### config.mk
export PLATFORM = sky130hd
export DESIGN_NAME = lsu_mem_initiator
export DESIGN_NICKNAME = d
export VERILOG_FILES = /design/src/rtl/lsu_mem_initiator.sv
export SDC_FILE = /design/constraint.sdc
export NUM_CORES = 1
export LEC_CHECK = 0
export ABC_AREA = 1
export CAP_MARGIN = 25
export CORE_UTILIZATION = 45
export DETAILED_ROUTE_END_ITERATION = 8
export GPL_TIMING_DRIVEN = 1
export PLACE_DENSITY = 0.81
export REMOVE_ABC_BUFFERS = 1
export SLEW_MARGIN = 20
export SYNTH_ARGS = -nofsm -noshare
export SYNTH_HDL_FRONTEND = slang
export SYNTH_SLANG_ARGS = --single-unit
### constraint.sdc
create_clock -name clk -period 2.39 [get_ports clk]
set_input_delay 0.3585 -clock clk [delete_from_list [all_inputs] [get_ports clk]]
set_output_delay 0.3585 -clock clk [all_outputs]
set_load 0.005 [all_outputs]
### src/rtl/lsu_mem_initiator.sv
// Load/store initiator for a word-organised data memory with sub-word RMW stores.
// Define MISALIGN_TRAP_EN to reject misaligned/reserved requests instead of aligning down.
module lsu_mem_initiator #(
   parameter int ADDR_W = 10,
   parameter int XLEN   = 32
) (
   input  logic            clk,
   input  logic            rst,
   input  logic            req_valid,
   output logic            req_ready,
   input  logic            req_we,
   input  logic [1:0]      req_size,
   input  logic            req_unsigned,
   input  logic [31:0]     req_addr,
   input  logic [XLEN-1:0] req_wdata,
   output logic            resp_valid,
   input  logic            resp_ready,
   output logic [XLEN-1:0] resp_rdata,
   output logic            resp_err,
   output logic [31:0]     mem_addr,
   output logic [XLEN-1:0] mem_wdata,
   output logic            mem_we,
   input  logic [XLEN-1:0] mem_rdata,
   output logic            busy
);

   localparam logic [2:0] IDLE   = 3'd0;
   localparam logic [2:0] RD     = 3'd1;
   localparam logic [2:0] RMW_RD = 3'd2;
   localparam logic [2:0] WR     = 3'd3;
   localparam logic [2:0] RESP   = 3'd4;

   logic [2:0]        state_q, state_d;
   logic [ADDR_W-1:0] idx_q;
   logic [1:0]        lane_q;
   logic [1:0]        size_q;
   logic              we_q;
   logic              uns_q;
   logic [XLEN-1:0]   wdata_q;
   logic [XLEN-1:0]   old_q;
   logic [XLEN-1:0]   rdata_q;
   logic              err_q;
   logic              accept;
   logic              sub_st;
   logic              mis;
   logic              unused_addr;

   assign unused_addr = ^req_addr[31:ADDR_W+2];

   function automatic logic [31:0] load_fmt(input logic [31:0] w,
                                            input logic [1:0]  ln,
                                            input logic [1:0]  sz,
                                            input logic        u);
      logic [7:0]  b;
      logic [15:0] h;
      b = w[{ln, 3'b000} +: 8];
      h = w[{ln[1], 4'b0000} +: 16];
      unique case (1'b1)
         sz == 2'b00: load_fmt = {{24{b[7] & ~u}}, b};
         sz == 2'b01: load_fmt = {{16{h[15] & ~u}}, h};
         default:     load_fmt = w;
      endcase
   endfunction

   function automatic logic [31:0] merge(input logic [31:0] old,
                                         input logic [31:0] wd,
                                         input logic [1:0]  ln,
                                         input logic [1:0]  sz);
      merge = old;
      unique case (1'b1)
         sz == 2'b00: merge[{ln, 3'b000} +: 8] = wd[7:0];
         sz == 2'b01: merge[{ln[1], 4'b0000} +: 16] = wd[15:0];
         default:     merge = wd;
      endcase
   endfunction

   assign req_ready = (state_q == IDLE) & rst;
   assign accept    = req_valid & req_ready;
   assign sub_st    = (req_size == 2'b00) | (req_size == 2'b01);

`ifdef MISALIGN_TRAP_EN
   assign mis = (req_size == 2'b11)
              | ((req_size == 2'b01) & req_addr[0])
              | ((req_size == 2'b10) & (|req_addr[1:0]));
`else
   assign mis = 1'b0;
`endif

   always_comb begin
      state_d = state_q;
      case (state_q)
         IDLE: begin
            if (accept) begin
               if (mis)         state_d = RESP;
               else if (!req_we) state_d = RD;
               else if (sub_st)  state_d = RMW_RD;
               else              state_d = WR;
            end
         end
         RD:      state_d = RESP;
         RMW_RD:  state_d = WR;
         WR:      state_d = RESP;
         RESP:    if (resp_ready) state_d = IDLE;
         default: state_d = IDLE;
      endcase
   end

   always_ff @(posedge clk or negedge rst) begin
      if (!rst) begin
         state_q <= IDLE;
         idx_q   <= '0;
         lane_q  <= '0;
         size_q  <= '0;
         we_q    <= 1'b0;
         uns_q   <= 1'b0;
         wdata_q <= '0;
         old_q   <= '0;
         rdata_q <= '0;
         err_q   <= 1'b0;
      end else begin
         state_q <= state_d;
         if (accept) begin
            idx_q   <= req_addr[ADDR_W+1:2];
            lane_q  <= req_addr[1:0];
            size_q  <= req_size;
            we_q    <= req_we;
            uns_q   <= req_unsigned;
            wdata_q <= req_wdata;
            rdata_q <= '0;
            err_q   <= mis;
         end
         if (state_q == RMW_RD) old_q <= mem_rdata;
         if (state_q == RD)
            rdata_q <= load_fmt(mem_rdata, lane_q, size_q, uns_q);
      end
   end

   // Memory outputs decode straight from state so reset kills mem_we at once.
   assign mem_we    = (state_q == WR);
   assign mem_wdata = mem_we ? merge(old_q, wdata_q, lane_q, size_q) : '0;
   assign mem_addr  = ((state_q == RD) | (state_q == RMW_RD) | mem_we)
                    ? {{(32-ADDR_W){1'b0}}, idx_q} : '0;

   assign resp_valid = (state_q == RESP);
   assign resp_rdata = resp_valid ? rdata_q : '0;
`ifdef MISALIGN_TRAP_EN
   assign resp_err   = resp_valid & err_q;
`else
   assign resp_err   = 1'b0;
`endif
   assign busy       = (state_q != IDLE);

   logic unused_we;
   assign unused_we = we_q ^ err_q;

endmodule

After elaboration in Yosys (flattened, before gate mapping) --
Cells that the tools add are included.
Word-level totals: register bits 114, bits of input ports 104, output and inout port bits 101
Operators by class: $add $sub $neg 2, eq/ne operators 8, shift-type cells 6, mux-type cells 14, bitwise gates (word level) 8, reductions and logical operators 7
Operator list (count):
- 32-bit two-way mux | 4
- 32-bit one-hot mux with 2 select lines | 2
- 32-bit bitwise mux | 2
- 16-bit by 7-bit variable shift with 32-bit output (first input constant) | 1
- 8-bit by 7-bit variable shift with 32-bit output (first input constant) | 1
- 16-bit by 7-bit variable part select with 32-bit output | 1
- 32-bit by 6-bit variable part select with 16-bit output | 1
- 32-bit by 6-bit variable part select with 8-bit output | 1
- 8-bit by 7-bit variable part select with 32-bit output | 1
- 5-bit negator with 7-bit output | 2
- 3-bit one-hot mux with 4 select lines | 1
- 10-bit two-way mux | 1
- 3-bit by 2-bit == test with 1-bit output (second input constant) | 2
- 3-bit two-way mux | 2
- 1-bit AND | 4
- 2-bit by 1-bit == test with 1-bit output (second input constant) | 2
- 2-bit zero test | 2
- 3-bit by 1-bit == test with 1-bit output (second input constant) | 1
- 3-bit == test (second input constant) | 1
- 3-bit zero test | 1
- 1-bit bitwise OR | 3
- 3-bit nonzero test | 1
- 2-bit two-way mux | 1
- 2-bit by 1-bit inequality test with 1-bit output (second input constant) | 1
- other kinds (6) | 6

Logic depth before layout (Yosys ltp) --
Gate-level depths: netlist (run 1).
word-level depth 6, mapped depth 11, gate-level depth less buffers 9

Worst setup path after synthesis (run 1) --
OpenSTA, ideal clock, no wires.
kind register to output, start register lane_q[0], end output mem_wdata[0], arrival time 1.514 ns, path slack 0.517 ns, stages on the path, launching flop included 8, cell sequence dfrtp_1 -> inv_1 -> ha_1 -> clkbuf_1 -> nand4_1 -> nor2_1 -> nor2_1 -> nor2_1
Between the ends: longest elaborated chain between the ends 5, elaborated cells between the ends (all ways) 6
RTL lines:
- start, declared | line 35 | logic [1:0] lane_q;
- start signal, assigned | line 124 | lane_q <= req_addr[1:0];
- 5-bit negator with 7-bit output * | line 71 | sz == 2'b00: merge[{ln, 3'b000} +: 8] = wd[7:0];
- 8-bit by 7-bit variable part select with 32-bit output / 8-bit by 7-bit variable shift with 32-bit output (equally long branches) | line 71
- 32-bit bitwise mux * | line 71
- 32-bit one-hot mux with 2 select lines * | line 70 | unique case (1'b1)
- 32-bit two-way mux * | line 140 | assign mem_wdata = mem_we ? merge(old_q, wdata_q, lane_q, size_q) : '0;
- end, declared | line 21 | output logic [XLEN-1:0] mem_wdata,
Mark *: on every way between the ends. The rest lies on a longest branch, timed or not.

Worst setup path in the final report (run 1) --
start register lane_q[0], end output mem_wdata[11]
Same word-level chain as after synthesis.

==> key figures, run 1 <==
Outcome
  • Outcome: finished with violations
  • Failing checks: setup timing

Finish
  • Area Overhead vs Synth: 40.0%
  • # nets final: ~1300
  • Commonest non-fill, non-tap cell in the layout: nand2_1
  • ANT cells: 0
  • Share of cells above drive strength 1: 0.176
  • Fillers: ~1200
  • Final Core Density: 0.653
  • Final cell count without fillers: ~1400
  • Most frequent cells in the layout: nand2_1, clkdlybuf4s50_1, inv_1

STA
  • RSZ-0062 raised after global routing: true
  • Worst-margin pin slew: approximately 900 ps
  • Final setup viols: 10
  • Final Hold Viols: 0
  • Rel. slew slack: 0.411
  • Pins Over Slew Limit: 0
  • Final Critical Period: ~2400 ps
  • Setup TNS: -186 ps
  • Period utilization: 1.02
  • Maximum clock rate: between 0.4 and 0.5 GHz
  • Skew final: 4.84 ps
  • Setup slack after layout: -44.2 ps

Placement
  • Hpwl dp: roughly 15 mm
  • IO buf count: 161
  • RePlAce Congestion: between 0.8 and 0.9
  • Placed Instances: ~1300

GRT
  • Initial antenna violation count: 0
  • First-pass GRT wire length: 35.1 mm
  • Total grt overflow: 0
  • Vias in the first global route: roughly 7000
  • GRT Total Usage: 0.287
  • Pin count of the biggest net entering global routing: between 60 and 70

Logic synthesis
  • Post-synthesis instance total: approximately 1000
  • Seq/Total Area, Yosys: 0.414
  • Post-synthesis cell type count: 28
  • Ys flop type: dfrtp_1
  • Flops & latches, synth: 114
  • Async S/R FF share, synth: 1.00
  • Synth warn: 0
  • Avg Cell Area, Syn: about 6.9 sq um
  • Post-synth EDFFs: 0
  • Mapped cell area: about 7000 sq um

Floorplanning
  • Core Region: ~15000 sq um
  • Die ar.: about 16000 sq um
  • Die height: 126 um
  • Ports: just over 200
  • Chip width: about 130 um
  • Starting Density: 0.467
  • Num rows: 44

CTS
  • CTS tree: done
  • Clk sinks: around 110
  • Worst-path clk slew: about 50 ps
  • CTS Buf Count: 17
  • Hold_buf cts: 0
  • Worst-Skew Late Latency: between 400 and 500 ps
  • Clk root buf: clkbuf_16
  • Max Root-Sink Buffers: 2
  • H-tree Lvls: 4

Power and ir drop
  • Peak supply drop: ~0.00077 V
  • Leak Pwr: ~4.8 nW
  • P per Cell Area: ~1300 nW/um^2

Setup path
  • Kind of critical path: reg -> out
  • Worst EP arrival: roughly 2100 ps
  • Worst endpoint required time: between 2000 and 2500 ps
  • CP Capture Type: output port
  • Crit Path Max Fanout: 8
  • Startpoint Class: register

Detailed routing
  • DRT Pass-1 Iters: 5
  • WL final: around 23 mm
  • Final ANT Viol Nets: 0
  • DR vias/cell: between 5 and 6
  • Wire length per cell: about 17 um
  • Number of remaining DRC errors: 0
  • Via Count: around 7400
  • DRT iter0 DRCs: 751

Worst hold path
  • HP Class: in -> async

Flow run
  • Max cap viols: 0
==> final timing paths <==
kind,from,to,slack [ps],cells after the start
min in group clk,wdata_q[18],wdata_q[18],470,2
max,lane_q[0],mem_wdata[11],-40,11
min reg2reg,wdata_q[18],wdata_q[18],470,2
max in group asynchronous,rst,old_q[26],1010,3
min,rst,rdata_q[19],40,2
max reg2reg,state_q[1],rdata_q[0],200,9
==> cells by family after synthesis <==
| family | count (synthesis) | share of synthesized area |
|---|---|---|
| AOI/OAI and AO/OA | 212 | 0.167 |
| other | 1 | 0.000544 |
| DFF | 114 | 0.414 |
| adders and majority gates | 5 | 0.00908 |
| buffers and inverters | 200 | 0.134 |
| and+or+nand+nor | 464 | 0.275 |
==> state kept, by name, indices dropped and copies added, names as in the netlist <==
signal and flops:
old_q 32, size_q 2, idx_q 10, wdata_q 32, state_q 3, rdata_q 32, lane_q 2, uns_q 1
==> power breakdown <==
part	internal (mW)	leakage [nW]	switching, mW
combinational	2.68	3.15	4.02
clock	1.66	0.291	0.925
sequential	2.84	1.40	0.729
total	7.19	4.84	5.67
==> per-layer routing <==
layer  wire length, um  part of all wire  GRT usage
met1              9120              0.40      0.358
met2             11000              0.48      0.477
met3              1750             0.077     0.0641
met4               827             0.037      0.126
met5                 0                 0          0
==> layout make-up <==
| class | count | area [sq um] | share of cell area |
|---|---|---|---|
| clock inverters | 9 | 103 | 0.0106 |
| multi-input cells | 705 | 3570 | 0.370 |
| well taps | 184 | 230 | 0.0239 |
| clock buffers | 23 | 498 | 0.0517 |
| inverters | 123 | 467 | 0.0484 |
| repair buffers | 209 | 1920 | 0.199 |
| flip-flops and latches | 114 | 2860 | 0.296 |
==> synthesized netlist by cell type, types with 2 or more instances <==
cell / number / area (sq um)
inv_2: 6 / 22.5
o21ai_0: 75 / 375
o22ai_1: 16 / 100
a22oi_1: 12 / 90.1
nand3_1: 44 / 220
clkbuf_1: 24 / 90.1
nand2_2: 2 / 12.5
a21oi_1: 92 / 460
o211ai_1: 7 / 52.6
dfrtp_1: 114 / 2850
or2_2: 5 / 31.3
o21ai_1: 2 / 10.0
o21a_1: 7 / 52.6
buf_2: 20 / 100
nand2_4: 3 / 33.8
inv_1: 117 / 439
nor2_1: 97 / 364
buf_6: 6 / 67.6
or2_1: 2 / 12.5
buf_4: 27 / 203
nor2_4: 3 / 33.8
ha_1: 5 / 62.6
nand2_1: 305 / 1140
==> through the flow <==
stage	hold slack (ps)	power, mW	instance area, sq um	setup slack [ps]
finish	41.9	12.9	9640	-44.2
global route	98.0	13.7	9640	-161
CTS	61.5	12.2	9410	-97.8
detailed placement	460	9.07	8640	-105
global placement	459	8.90	8640	-59.0
floorplan	62.9	6.77	6510	-183
==> repair_timing <==
action                                  CTS  global route
gates resized for setup                 160            77
buffers inserted                          8             4
pin swaps                                28            34
endpoints found under the setup margin   39            65
cloned                                    1             1
==> critical path: stages, from the launching register on <==
cell and delay, ps:
dfrtp_1 370, inv_2 70, buf_6 140, ha_4 170, inv_4 50, buf_12 120, buf_6 110, nand3_2 80
o22ai_1 150, nand2_1 100, a21oi_2 160, buf_2 130
Note: power is estimated with default switching activity, not from simulation.
==> inputs of run 2 (changes only) <==
--- a/config.mk
+++ b/config.mk
@@ -7,9 +7,10 @@
 export LEC_CHECK = 0
 export ABC_AREA = 1
 export CAP_MARGIN = 25
-export CORE_UTILIZATION = 45
+export CORE_UTILIZATION = 43
 export DETAILED_ROUTE_END_ITERATION = 8
 export GPL_TIMING_DRIVEN = 1
+export HOLD_SLACK_MARGIN = 0.02
 export PLACE_DENSITY = 0.81
 export REMOVE_ABC_BUFFERS = 1
 export SLEW_MARGIN = 20
==> constraint.sdc (replaced) <==
create_clock -name clk -period 2.2 [get_ports clk]
set_input_delay 0.33 -clock clk [delete_from_list [all_inputs] [get_ports clk]]
set_output_delay 0.33 -clock clk [all_outputs]
set_load 0.005 [all_outputs]
==> run 2 against run 1 <==
Against the previous run: the run ends with hold timing, setup timing left; register-to-register slack lost 50 ps; sequential share of layout area down 0.67 points; combinational power up 14%; flip-flop and latch count is the same; via count fell by 0.67%; critical path type unchanged; critical endpoint is now mem_wdata[15]; largest power group unchanged.
==> key figures, run 2 (synthesized netlist as in run 1, its figures left out) <==
Placement
  • Placed Area: 8710 sq um (+0.85%)
  • RePlAce Congestion: 0.875 (-1.1%)
  • IO buf count: 161 (unchanged)
  • Hpwl dp: 14.8 mm (+1.8%)
  • Post-Place Setup Slack: -236 ps (-131 ps)
  • Placed Instances: 1350 (+2.2%)

STA
  • Skew final: 9.94 ps (+5.10 ps)
  • Final Critical Period: roughly 2400 ps
  • Final Hold Viols: 1 (+1)
  • Worst-margin pin slew: 623 ps (-261 ps)
  • Setup TNS: -3910 ps (-3720 ps)
  • Worst Hold Slack: -0.729 ps (-42.6 ps)
  • RSZ-0062 raised after global routing: true
  • Period utilization: 1.10
  • Maximum clock rate: slightly above 0.4 GHz
  • Rel. slew slack: 0.585 (+0.174)
  • Setup slack after layout: -212 ps (-168 ps)
  • Final setup viols: 32 (+22)
  • Pins Over Slew Limit: 0 (unchanged)

Power and ir drop
  • Leak Pwr: 5.10 nW (+5.3%)
  • Clk pwr share: 0.197 (-0.004)
  • Comb power frac: 0.532 (+0.011)
  • Internal power: 8.05 mW (+12%)
  • Final Total Pwr: 14.4 mW (+12%)
  • Peak supply drop: 0.00102 V (+32%)
  • NetSw: 6.32 mW (+12%)
  • Flop pwr share: 0.272 (-0.006)
  • P per Cell Area: 1460 nW/um^2 (+9.3%)
  • Sw Ratio: 0.440 (-0.00112)

Floorplanning
  • Die height: 129 um (+2.3%)
  • Chip width: 129 um (+2.3%)
  • Ports: 205 (unchanged)
  • Num rows: 45 (+2.3%)
  • Starting Density: 0.446 (-0.0204)
  • Die ar.: 16500 sq um (+4.6%)
  • Core Region: 15400 sq um (+4.6%)

Setup path
  • Worst EP arrival: 2080 ps (about the same)
  • Startpoint Class: register
  • CP Capture Type: output port
  • Crit Path Max Fanout: 5 (-3)
  • Worst endpoint required time: 1870 ps (-160 ps)
  • Kind of critical path: reg -> out

Detailed routing
  • WL final: 23.1 mm (+2.2%)
  • DRT iter0 DRCs: 731 (-2.7%)
  • DR vias/cell: 5.20 (-3.5%)
  • Via Count: 7310 (-0.67%)
  • DRT Pass-1 Iters: 6 (+1)
  • Number of remaining DRC errors: 0 (unchanged)
  • Final ANT Viol Nets: 0 (unchanged)
  • Wire length per cell: 16.4 um (-0.73%)

GRT
  • First-pass GRT wire length: 35.7 mm (+1.7%)
  • Total grt overflow: 0 (unchanged)
  • Vias in the first global route: 7088 (+1.4%)
  • Pin count of the biggest net entering global routing: 115 (+69%)
  • Initial antenna violation count: 2 (+2)
  • GRT Total Usage: 0.283 (-0.00382)

CTS
  • H-tree Lvls: 4 (unchanged)
  • CTS tree: done
  • Clk root buf: clkbuf_16
  • Max Root-Sink Buffers: 2 (unchanged)
  • CTS Buf Count: 17 (unchanged)
  • Clk sinks: 114 (unchanged)
  • Hold_buf cts: 0 (unchanged)
  • Worst-Skew Late Latency: 420 ps (about the same)
  • Worst-path clk slew: 60 ps (about the same)

Finish
  • Commonest non-fill, non-tap cell in the layout: nand2_1
  • Area Overhead vs Synth: 43.2%
  • Most frequent cells in the layout: nand2_1, inv_1, dfrtp_1
  • ANT cells: 0 (unchanged)
  • Final cell count without fillers: 1407 (+2.9%)
  • Final Core Density: 0.639 (-0.0142)
  • # nets final: 1292 (+1.0%)
  • Biggest regs: old_q x32, rdata_q x32, wdata_q x32
  • Share of cells above drive strength 1: 0.211 (+0.0349)
  • Cell area after layout: 9860 sq um (+2.3%)

Worst hold path
  • HP Class: in -> async

Outcome
  • Failing checks: hold timing, setup timing
  • Outcome: finished with violations

Flow run
  • Max cap viols: 0 (unchanged)
[run 2: cell types whose count changed in the layout (fill, tap and decap cells not counted), moves of 4 or more]
cell             previous run  this run
nand3_2                     8         0
clkdlybuf4s15_1             0         4
nand3_4                     3        11
clkdlybuf4s50_1           128        84
nor2_1                     91        74
buf_6                      10        17
dlygate4sd2_1               0        22
buf_2                      27        46
nor2_2                      5        19
[run 2: path summary, 6_finish.rpt]
kind	end	depth (start not counted)	startpoint	slack [ps]
setup / recovery	mem_wdata[15]	10	lane_q[0]	-210
hold / removal	rdata_q[17]	2	rst	-0.7
max in group asynchronous	rdata_q[29]	2	rst	1730
setup reg to reg	rdata_q[11]	10	state_q[1]	150
hold reg to reg	wdata_q[17]	2	wdata_q[17]	470
min in group clk	wdata_q[19]	3	req_wdata[19]	460
[run 2: power groups by stage]
stage                     clock network [mW]  registers, mW  logic [mW]
after floorplan                            0           3.75        3.61
final                                   2.83           3.90        7.64
after detailed placement                   0           3.81        6.19
after global routing                    2.96           3.99        8.39
after global placement                     0           3.78        6.05
after CTS                               2.83           3.83        7.04
[run 2: worst max-delay path, cell delays in order, from the launching register on]
cell and delay (ps):
dfrtp_1 380, inv_2 80, ha_4 290, inv_4 50, nor2_4 110, nand2_2 100
buf_6 150, o22ai_2 100, nand2_1 80, a21oi_2 170, buf_2 140
[run 2: timing repair]
item	4_1_cts	5_1_grt
pin swaps	53	30
gates cloned	2	1
resized for setup	309	65
buffers inserted	14	8
setup endpoints to repair	76	53
[run 2: final cells by class]
cell class | instances | area (sq um)
clock inverter | 11 | 135
timing repair buffer | 223 | 2010
inverter | 123 | 472
clock buffer | 21 | 460
tap | 211 | 264
fill | 1338 | 5570
multi-input combinational | 704 | 3670
sequential | 114 | 2860
[run 2: metal layers]
layer / global-route usage / wire, um / vias up
li1: - / - / 3469
met1: 0.362 / 9510 / 3464
met2: 0.460 / 11000 / 324
met3: 0.0744 / 1880 / 51
met4: 0.105 / 706 / 2
met5: 0 / 11 / -
